## config.mk

```make
export PLATFORM = sky130hd
export DESIGN_NAME = fetch_stage
export DESIGN_NICKNAME = d
export VERILOG_FILES = /design/src/rtl/fetch_stage.sv
export SDC_FILE = /design/constraint.sdc
export NUM_CORES = 1
export LEC_CHECK = 0
export CAP_MARGIN = 40
export CORE_UTILIZATION = 45
export DETAILED_ROUTE_END_ITERATION = 6
export PLACE_DENSITY = 0.72
export REMOVE_ABC_BUFFERS = 1
export SYNTH_ARGS = -nofsm -noshare
export SYNTH_HDL_FRONTEND = slang
export SYNTH_SLANG_ARGS = --single-unit
```

## constraint.sdc

```tcl
create_clock -name iClkCPU -period 8.5 [get_ports iClkCPU]
set_input_delay 1.275 -clock iClkCPU [delete_from_list [all_inputs] [get_ports iClkCPU]]
set_output_delay 1.275 -clock iClkCPU [all_outputs]
set_load 0.02 [all_outputs]
```

## src/rtl/fetch_stage.sv

```systemverilog
// Instruction fetch stage: one-outstanding-request fetch FSM, IF/ID pipeline register,
// a one-entry hold buffer for responses that arrive under a decode stall, and redirect/flush handling.
module fetch_stage #(
  parameter logic [31:0] RESET_PC = 32'h0040_0000
) (
  input  logic        iClkCPU,
  input  logic        iRST,
  input  logic        iStall,
  input  logic        iFlush,
  input  logic        iRedirect,
  input  logic [31:0] iRedirectPC,
  output logic        oIMemReq,
  output logic [31:0] oIMemAddr,
  input  logic [31:0] iIMemRdata,
  input  logic        iIMemValid,
  output logic [31:0] oInstruction,
  output logic [31:0] oPC_ID,
  output logic [31:0] oPC4_ID,
  output logic        oValid_ID,
  output logic [31:0] oPCView
);

  localparam int unsigned XLEN = 32;
  localparam logic [XLEN-1:0] INSN_BYTES = XLEN'(4);

  typedef enum logic [1:0] {
    ST_REQ   = 2'd0,
    ST_WAIT  = 2'd1,
    ST_HOLD  = 2'd2,
    ST_DRAIN = 2'd3
  } state_t;

  state_t          state;
  logic [XLEN-1:0] pc;
  logic [XLEN-1:0] hold_instr;
  logic [XLEN-1:0] hold_pc;
  logic [XLEN-1:0] redirect_target;

  assign redirect_target = {iRedirectPC[XLEN-1:2], 2'b00};
  assign oPCView         = pc;

  // oIMemReq is registered, so the request is visible the cycle after REQ: REQ, WAIT, WAIT+response.
  always_ff @(posedge iClkCPU or posedge iRST) begin
    if (iRST) begin
      state        <= ST_REQ;
      pc           <= RESET_PC;
      hold_instr   <= '0;
      hold_pc      <= '0;
      oIMemReq     <= 1'b0;
      oIMemAddr    <= '0;
      oInstruction <= '0;
      oPC_ID       <= '0;
      oPC4_ID      <= '0;
      oValid_ID    <= 1'b0;
    end else begin
      oIMemReq <= 1'b0;
      if (iRedirect) begin
        pc           <= redirect_target;
        oInstruction <= '0;
        oPC_ID       <= '0;
        oPC4_ID      <= '0;
        oValid_ID    <= 1'b0;
        case (state)
          ST_REQ: begin
            // The request still goes out; DRAIN absorbs its response.
            oIMemReq  <= 1'b1;
            oIMemAddr <= pc;
            state     <= ST_DRAIN;
          end
          ST_WAIT:  state <= iIMemValid ? ST_REQ : ST_DRAIN;
          ST_HOLD:  state <= ST_REQ;
          ST_DRAIN: state <= iIMemValid ? ST_REQ : ST_DRAIN;
          default:  state <= ST_REQ;
        endcase
      end else begin
        if (iFlush) begin
          oInstruction <= '0;
          oPC_ID       <= '0;
          oPC4_ID      <= '0;
          oValid_ID    <= 1'b0;
        end
        case (state)
          ST_REQ: begin
            oIMemReq  <= 1'b1;
            oIMemAddr <= pc;
            state     <= ST_WAIT;
          end
          ST_WAIT: begin
            if (iIMemValid) begin
              if (iStall) begin
                hold_instr <= iIMemRdata;
                hold_pc    <= pc;
                state      <= ST_HOLD;
              end else begin
                if (!iFlush) begin
                  oInstruction <= iIMemRdata;
                  oPC_ID       <= pc;
                  oPC4_ID      <= pc + INSN_BYTES;
                  oValid_ID    <= 1'b1;
                end
                pc    <= pc + INSN_BYTES;
                state <= ST_REQ;
              end
            end
          end
          ST_HOLD: begin
            if (!iStall) begin
              if (!iFlush) begin
                oInstruction <= hold_instr;
                oPC_ID       <= hold_pc;
                oPC4_ID      <= hold_pc + INSN_BYTES;
                oValid_ID    <= 1'b1;
              end
              pc    <= pc + INSN_BYTES;
              state <= ST_REQ;
            end
          end
          ST_DRAIN: begin
            if (iIMemValid) state <= ST_REQ;
          end
          default: state <= ST_REQ;
        endcase
      end
    end
  end

endmodule

```

# Yosys cells after proc, flatten, opt, wreduce, memory -nomap -nowiden

Index checks and enable logic that the tools add are counted.

Bitwise gates (word level): 1
Mux-type cells: 43
Equality and inequality tests: 6
Add/subtract/negate cells: 2
Reductions and logical operators: 6

Operators with widths:

| kind                  | count |
|---|---|
| $mux 32               | 24 |
| $pmux 32 s2           | 4 |
| $add 32x3->32 const B | 2 |
| $mux 2                | 6 |
| $ne 3x3->1 const B    | 3 |
| $pmux 2 s4            | 1 |
| $mux 1                | 6 |
| $pmux 2 s3            | 1 |
| $eq 2x2->1 const B    | 2 |
| $reduce_and 4->1      | 1 |
| $reduce_and 3->1      | 1 |
| $reduce_bool 3->1     | 1 |
| $eq 2x1->1 const B    | 1 |
| $logic_not 2->1       | 1 |
| $pmux 1 s2            | 1 |
| $reduce_and 2->1      | 1 |
| $reduce_or 2->1       | 1 |
| $not 1->1             | 1 |

Logic and storage cells: 68
Input bits: 70
Flip-flop bits (word level): 228
Output and inout port bits: 162

# Depth between registers and ports, before layout

Gate-level depths: netlist (run 1).

Depth in word-level cells: 6
Gate-level depth with buffers: 10
Depth with buffers taken out: 7

# Least setup slack after synthesis (run 1)

Ideal clock, no wire load.

Path type: input to register
Start: in iStall
End: reg oPC4_ID[23]
Data arrival time: 2.781 ns
Path slack: 5.629 ns
Buffers on the path: 2
Data required time: 8.410 ns
Stages: 5
Library setup time: 0.090 ns
Cells stage by stage: clkbuf_1 -> nor4b_1 -> nand3_1 -> clkbuf_1 -> o221ai_1

Word-level cells in the longest chain between the ends: 4
Elaborated cells between the ends (all ways): 5
Classes of those cells: mux (5)

RTL lines:

| item                 | RTL line | source |
|---|---|---|
| start, declared      | 8        | `input logic iStall,` |
| $mux 32              | 90       | `if (iStall) begin` |
| $mux 32              | 89       | `if (iIMemValid) begin` |
| $pmux 32 s2 *        | 82       | `case (state)` |
| $mux 32 *            | 57       | `if (iRedirect) begin` |
| end signal, assigned | 98       | `oPC4_ID <= pc + INSN_BYTES;` |
| end signal, assigned | 111      | `oPC4_ID <= hold_pc + INSN_BYTES;` |
| end, declared        | 18       | `output logic [31:0] oPC4_ID,` |

Mark *: on every way between the ends. The rest lies on a longest branch, timed or not.
A chain may end at the register's enable or synchronous reset.

# Final worst setup path (run 1)

Start: in iIMemValid
End: reg oPC_ID[18]

Word-level cells in the longest chain between the ends: 3

RTL lines:

| item                 | RTL line | source |
|---|---|---|
| start, declared      | 15       | `input logic iIMemValid,` |
| $mux 32              | 89       |  |
| $pmux 32 s2          | 82       |  |
| $mux 32              | 57       |  |
| end signal, assigned | 97       | `oPC_ID <= pc;` |
| end signal, assigned | 110      | `oPC_ID <= hold_pc;` |
| end, declared        | 17       | `output logic [31:0] oPC_ID,` |

No other way between the ends.

==> flow_summary.yaml, run 1 <==
drt:
  drcViolationCount: 0
  ant_nets: 0
  drt_iter0_markers: 864
  wl_per_cell_um: 20.2
  drt-pass1-iter-count: 5
  drt_wl_total_um: 31300
  num_vias: 9008
  avgViaCountPerCell: 5.79
clock_network:
  cts.sink_count: 222
  htree_levels: 1
  root_buffer: "clkbuf_16"
  cts.clk_slew.worst_paths_ns: 0.06
  cts_resized: 0
  postCtsSetupRepairBufs: 0
  clock_latency_ns: 0.52
  hold_buffers: 0
  clk_path_buf_depth: 3
  cts_buffers: 25
  cts_tree: "built"
min_path:
  hold_depth: 1
  min_from: "oPC_ID[0]"
  whs_endpoint: "oPC_ID[0]"
  hold_class: "flop to flop"
logic_synthesis:
  synthAdderAreaFrac_pct: 0.677
  synth_edf_count: 0
  synth_xor_xnor_area_share_pct: 5.84
  synthFlopType: "dfrtp_1"
  synthMuxAreaShare_pct: 9.58
  netlist_instances: 1051
  synth_compound_gate_area_share_pct: 15.3
  synth_cell_type_count: 55
  synth_top_family_by_area: "compound AO/OA/AOI/OAI gates"
  synth-simple-area-share_pct: 14.0
  ys_seq_area_share_pct: 50.1
  yosys_warnings: 0
  syn-cell-area_mm2: 0.0111
  netlist_top_cells_area: "dfrtp_1 (50%), mux2_2 (9.0%), a22o_1 (5.2%)"
  yosysTopAreaCellShare_pct: 49.9
  ys_async_sr_fraction_pct: 100
  syn_avg_cell_area_um2: 10.6
  ys_seq_elements: 222
  yosys.area.top_type: "dfrtp_1"
worst_setup_path:
  arrival_ns: 4.06
  path_max_fanout: 33
  reg2reg_depth: 7
  r2r-end: "oPC4_ID[17]"
  rrSetupSlack_ns: 5.28
  critPathKind: "input pin to flop"
  start_kind: "input pin"
  required_ns: 8.93
  r2r_start: "state[0]"
  end_kind: "flop"
timing:
  rsz0062_at_grt: "no"
  fmax_mhz: 275
  finalSetupViolations: 0
  hold_viol_final: 0
  tightestPinTransition_ns: 0.928
  final_max_slew_viol_count: 0
  post-route-period-util_pct: 42.7
  setup_tns_ns: 0
  layout_min_cycle_time_ns: 3.63
  max_slew_margin_pct: 38.1
  finClkSkew_ns: 0.0192
finish:
  nFillCells: 2077
  areaGrowthSynthToFinish_pct: 28.9
  drive_above_1_share_pct: 13.6
  finalNetCount: 1291
  antenna_cells: 0
power:
  power.density_mw_per_mm2: 290
  seq_power_share_pct: 38.7
  leakagePower_nw: 5.72
  p_switching_w: 0.00155
  finalPower_w: 0.00415
  p_int_w: 0.00260
  peakVddDrop_v: 0.000274
  clkPwrFrac_pct: 25.6
  combPwrFrac_pct: 35.8
  swShare_pct: 37.3
floorplanning:
  dieArea_mm2: 0.0253
  core_mm2: 0.0242
  die_w_um: 159
  start_util_pct: 45.7
  ioPinCount: 232
  rows: 57
  dieHeight_um: 159
global_route:
  first_global_vias: 8839
  grt_pass1_wl_um: 50100
  grt-ovfl-total: 0
  grt_start_max_net_pins: 99
  grt_usage_pct: 24.7
  antenna_found_initial: 0
placement:
  place_congestion: 0.852
  io_buffers: 225
  dpl.hpwl_um: 20600
job:
  maxCapViolCount: 0
status:
  status: "complete, no violations"
==> synthesized netlist by cell type (3+ instances only) <==
library cell  count
dfrtp_1         221
nor2_1          100
mux2_2           89
clkbuf_1         75
a22oi_1          73
nand2_1          67
a22o_1           66
xnor2_1          44
o21ai_0          35
nand3_1          31
nand4_1          31
xor2_1           30
buf_2            16
nor4_1           13
a21oi_1          11
nor3_1           11
inv_1            10
buf_1             9
and2_1            8
and3_1            8
a221o_1           7
buf_4             7
o221ai_1          7
and4_1            6
ha_1              6
mux2i_1           6
o21ai_1           6
nand2b_1          5
or4_1             5
o22ai_1           4
o31ai_1           4
or2_2             4
nor2b_1           3
nor4_2            3
o211ai_1          3
==> metrics by stage <==
step | cells | setup slack, ns | cell area [um2] | hold WS [ns] | util [%]
floorplan | 946 | 1.15 | 10600 | 0.480 | -
global placement | 1509 | 4.41 | 13400 | 0.469 | 55.4
detailed placement | 1512 | 4.39 | 13500 | 0.474 | 55.7
CTS | 1555 | 4.93 | 14300 | 0.488 | 59.0
global route | 1555 | 4.68 | 14300 | 0.501 | 59.0
finish | 1555 | 4.87 | 14300 | 0.486 | 59.0
==> power groups by stage <==
stage	logic (W)	clock network [W]	registers [W]
6_report	0.00148	0.00106	0.00160
4_1_cts	0.00149	0.00108	0.00160
2_1_floorplan	0.000774	0	0.00168
5_1_grt	0.00159	0.00113	0.00164
3_5_place_dp	0.00147	0	0.00161
3_3_place_gp	0.00145	0	0.00159
==> state kept, by name, indices dropped and copies added, names as in the netlist <==
register      flops
oPC4_ID          32
state             2
oInstruction     32
hold_instr       32
oIMemAddr        30
oIMemReq          1
oValid_ID         1
oPCView          30
hold_pc          30
oPC_ID           32
==> cell families after synthesis <==
family	after synthesis
buffers and inverters	118
flip-flops	222
AO/OA/AOI/OAI	227
AND/OR/NAND/NOR	308
adder cells (fa/ha/maj)	6
other	1
multiplexers	95
XOR/XNOR	74
==> worst max path at each step <==
| stage | slack [ns] | end | start | cells after the start |
|---|---|---|---|---|
| finish | 4.87 | oPC_ID[18] | iIMemValid | 7 |
| CTS | 4.93 | oPC_ID[23] | iIMemValid | 7 |
| global route | 4.68 | oPC_ID[31] | iIMemValid | 7 |
| floorplan | 1.15 | hold_instr[0] | iRST | 1 |
| global placement | 4.41 | oPC_ID[20] | iIMemValid | 7 |
| detailed placement | 4.39 | oInstruction[29] | iIMemValid | 7 |
==> critical path: stages <==
cell             delay [ns]
clkdlybuf4s50_1        0.71
nand2_1                0.36
nor2_4                 0.73
buf_4                  0.52
a22o_1                 0.23
a22oi_1                0.07
nor2_1                 0.13
==> final cells by class <==
| type | instances | area, um2 | share of cell area, % |
|---|---|---|---|
| tap | 324 | 405 | 2.84 |
| inverter | 10 | 45.0 | 0.315 |
| clock buffer | 35 | 703 | 4.92 |
| multi-input combinational | 714 | 5080 | 35.5 |
| sequential | 222 | 5560 | 38.9 |
| clock inverter | 8 | 92.6 | 0.648 |
| timing repair buffer | 242 | 2410 | 16.9 |
==> cells in the final DEF (no fill, tap or decap), types with 6 or more instances in the layout <==
| master | Yosys | routed |
|---|---|---|
| clkdlybuf4s50_1 | 0 | 224 |
| dfrtp_1 | 221 | 221 |
| nor2_1 | 100 | 97 |
| mux2_2 | 89 | 89 |
| a22oi_1 | 73 | 73 |
| a22o_1 | 66 | 66 |
| nand2_1 | 67 | 65 |
| xnor2_1 | 44 | 44 |
| o21ai_0 | 35 | 35 |
| nand3_1 | 31 | 31 |
| nand4_1 | 31 | 31 |
| xor2_1 | 30 | 30 |
| clkbuf_16 | 0 | 25 |
| buf_4 | 7 | 14 |
| nor4_1 | 13 | 13 |
| nor3_1 | 11 | 11 |
| a21oi_1 | 11 | 10 |
| inv_1 | 10 | 9 |
| and2_1 | 8 | 8 |
| and3_1 | 8 | 8 |
| o221ai_1 | 7 | 7 |
| a221o_1 | 7 | 7 |
| and4_1 | 6 | 6 |
| mux2i_1 | 6 | 6 |
| o21ai_1 | 6 | 6 |
| clkbuf_1 | 75 | 6 |
==> layer usage <==
layer  wire length [um]  global-route usage [%]
met5                  0                       0
met4                861                    8.52
met3               2100                    3.88
met2              14300                    38.0
met1              14000                    35.4
(Power assumes the default switching activity.)
==> inputs of run 2 (changes only) <==
clock period = 3.43 ns   (was 8.5 ns; I/O delays follow)
==> flow_summary.yaml, run 2 (synthesis gave the netlist of run 1 again) <==
clock_network:
  hold_buffers: 0
  cts.sink_count: 222
  cts_tree: "built"
  clock_latency_ns: 0.53
  cts_resized: 0
  clk_path_buf_depth: 3
  cts.clk_slew.worst_paths_ns: 0.06
  htree_levels: 1
  root_buffer: "clkbuf_16"
  postCtsSetupRepairBufs: 0
  cts_buffers: 25
worst_setup_path:
  path_max_fanout: 18
  critPathKind: "flop to flop"
  slowest_delay_ns: 0.92
  arrival_ns: 3.20
  r2r_start: "oPCView[5]"
  critPathTopFamily: "simple AND/OR/NAND/NOR gates"
  start_kind: "flop"
  end_kind: "flop"
  crit_start: "oPCView[5]"
  critPathBufInv: 0
  cpMaxStageDelayCell: "or4_1"
  required_ns: 3.84
  crit_chain: "nand4_2 -> or4_1 -> nor3_1 -> a31oi_1 -> a221o_1"
timing:
  hold_viol_final: 0
  post-route-period-util_pct: 81.5
  fmax_mhz: 358
  rsz0062_at_grt: "no"
  finalSetupViolations: 0
  tightestPinTransition_ns: 0.838
  max_slew_margin_pct: 44.1
  holdWs_ns: 0.354
  layout_min_cycle_time_ns: 2.80
  final_max_slew_viol_count: 0
  finClkSkew_ns: 0.0200
  setup_tns_ns: 0
global_route:
  grt_start_max_net_pins: 81
  grt_usage_pct: 24.6
  grt_pass1_wl_um: 49800
  first_global_vias: 8868
  antenna_found_initial: 0
  grt-ovfl-total: 0
power:
  finalPower_w: 0.0103
  power.density_mw_per_mm2: 713
  leakagePower_nw: 5.79
  peakVddDrop_v: 0.000504
drt:
  avgViaCountPerCell: 5.76
  ant_nets: 0
  drt-pass1-iter-count: 6
  drt_wl_total_um: 31200
  drt_iter0_markers: 820
  wl_per_cell_um: 19.9
  drcViolationCount: 0
  num_vias: 9043
finish:
  antenna_cells: 0
  layout_commonest_cell: "clkdlybuf4s50_1"
  areaGrowthSynthToFinish_pct: 30.0
  finalNetCount: 1307
  mostFrequentLayoutCells: "clkdlybuf4s50_1 (224), dfrtp_1 (221), nor2_1 (98)"
  nFillCells: 2037
  final_area_mm2: 0.0144
  utilization_pct: 59.4
  drive_above_1_share_pct: 14.4
floorplanning:
  ioPinCount: 232
  dieHeight_um: 159
  dieArea_mm2: 0.0253
  rows: 57
  core_mm2: 0.0242
  die_w_um: 159
  start_util_pct: 45.7
min_path:
  hold_class: "input pin to flop"
  min_from: "iRedirect"
status:
  status: "complete, no violations"
placement:
  io_buffers: 225
  place_area_mm2: 0.0136
  place_congestion: 0.859
  dpl.hpwl_um: 21000
job:
  maxCapViolCount: 0
run 2: cell types whose count changed in the layout (fill, tap and decap cells not counted), sizes merged:
cell,before,now
clkinv,5,3
clkinvlp,1,0
buf,18,34
bufinv,2,1
clkbuf,35,37
inv,10,11
run 2: final timing paths:
kind,end,slack (ns),cells after the start
setup / recovery,oPCView[31],0.63,5
hold / removal,oPC4_ID[9],0.35,2
setup reg to reg,oPCView[31],0.63,5
hold reg to reg,oPC_ID[1],0.48,1
max in group asynchronous,oPC_ID[27],2.15,3
min in group asynchronous,oInstruction[29],0.48,2
run 2: layout make-up:
cell class / instances / area (um2) / share of cell area, %
clock buffer: 37 / 721 / 5.00
clock inverter: 5 / 53.8 / 0.373
timing repair buffer: 258 / 2560 / 17.7
multi-input combinational: 714 / 5070 / 35.2
inverter: 10 / 45.0 / 0.313
tap: 324 / 405 / 2.81
sequential: 222 / 5560 / 38.6
run 2: report_power, final:
part	internal, W	total (W)	switching (W)
Clock	0.00152	0.00256	0.00104
Combinational	0.00166	0.00379	0.00212
Sequential	0.00328	0.00393	0.000648
Total	0.00646	0.0103	0.00382
run 2: per-layer routing:
metal  global-route usage (%)  share of wire [%]  vias to the layer above
met2                     38.5                 47                      347
met1                     34.7                 44                     4478
li1                         -                  -                     4173
met4                     7.17                2.1                        0
met3                     4.74                7.3                       45
met5                        0                  0                        -
run 2: per-stage QoR:
| stage | std cells | worst slack (ns) |
|---|---|---|
| after floorplan | 946 | -3.16 |
| after global placement | 1527 | 0.724 |
| after CTS | 1570 | 0.662 |
| final | 1570 | 0.634 |
| after detailed placement | 1528 | 0.675 |
| after global routing | 1570 | 0.461 |
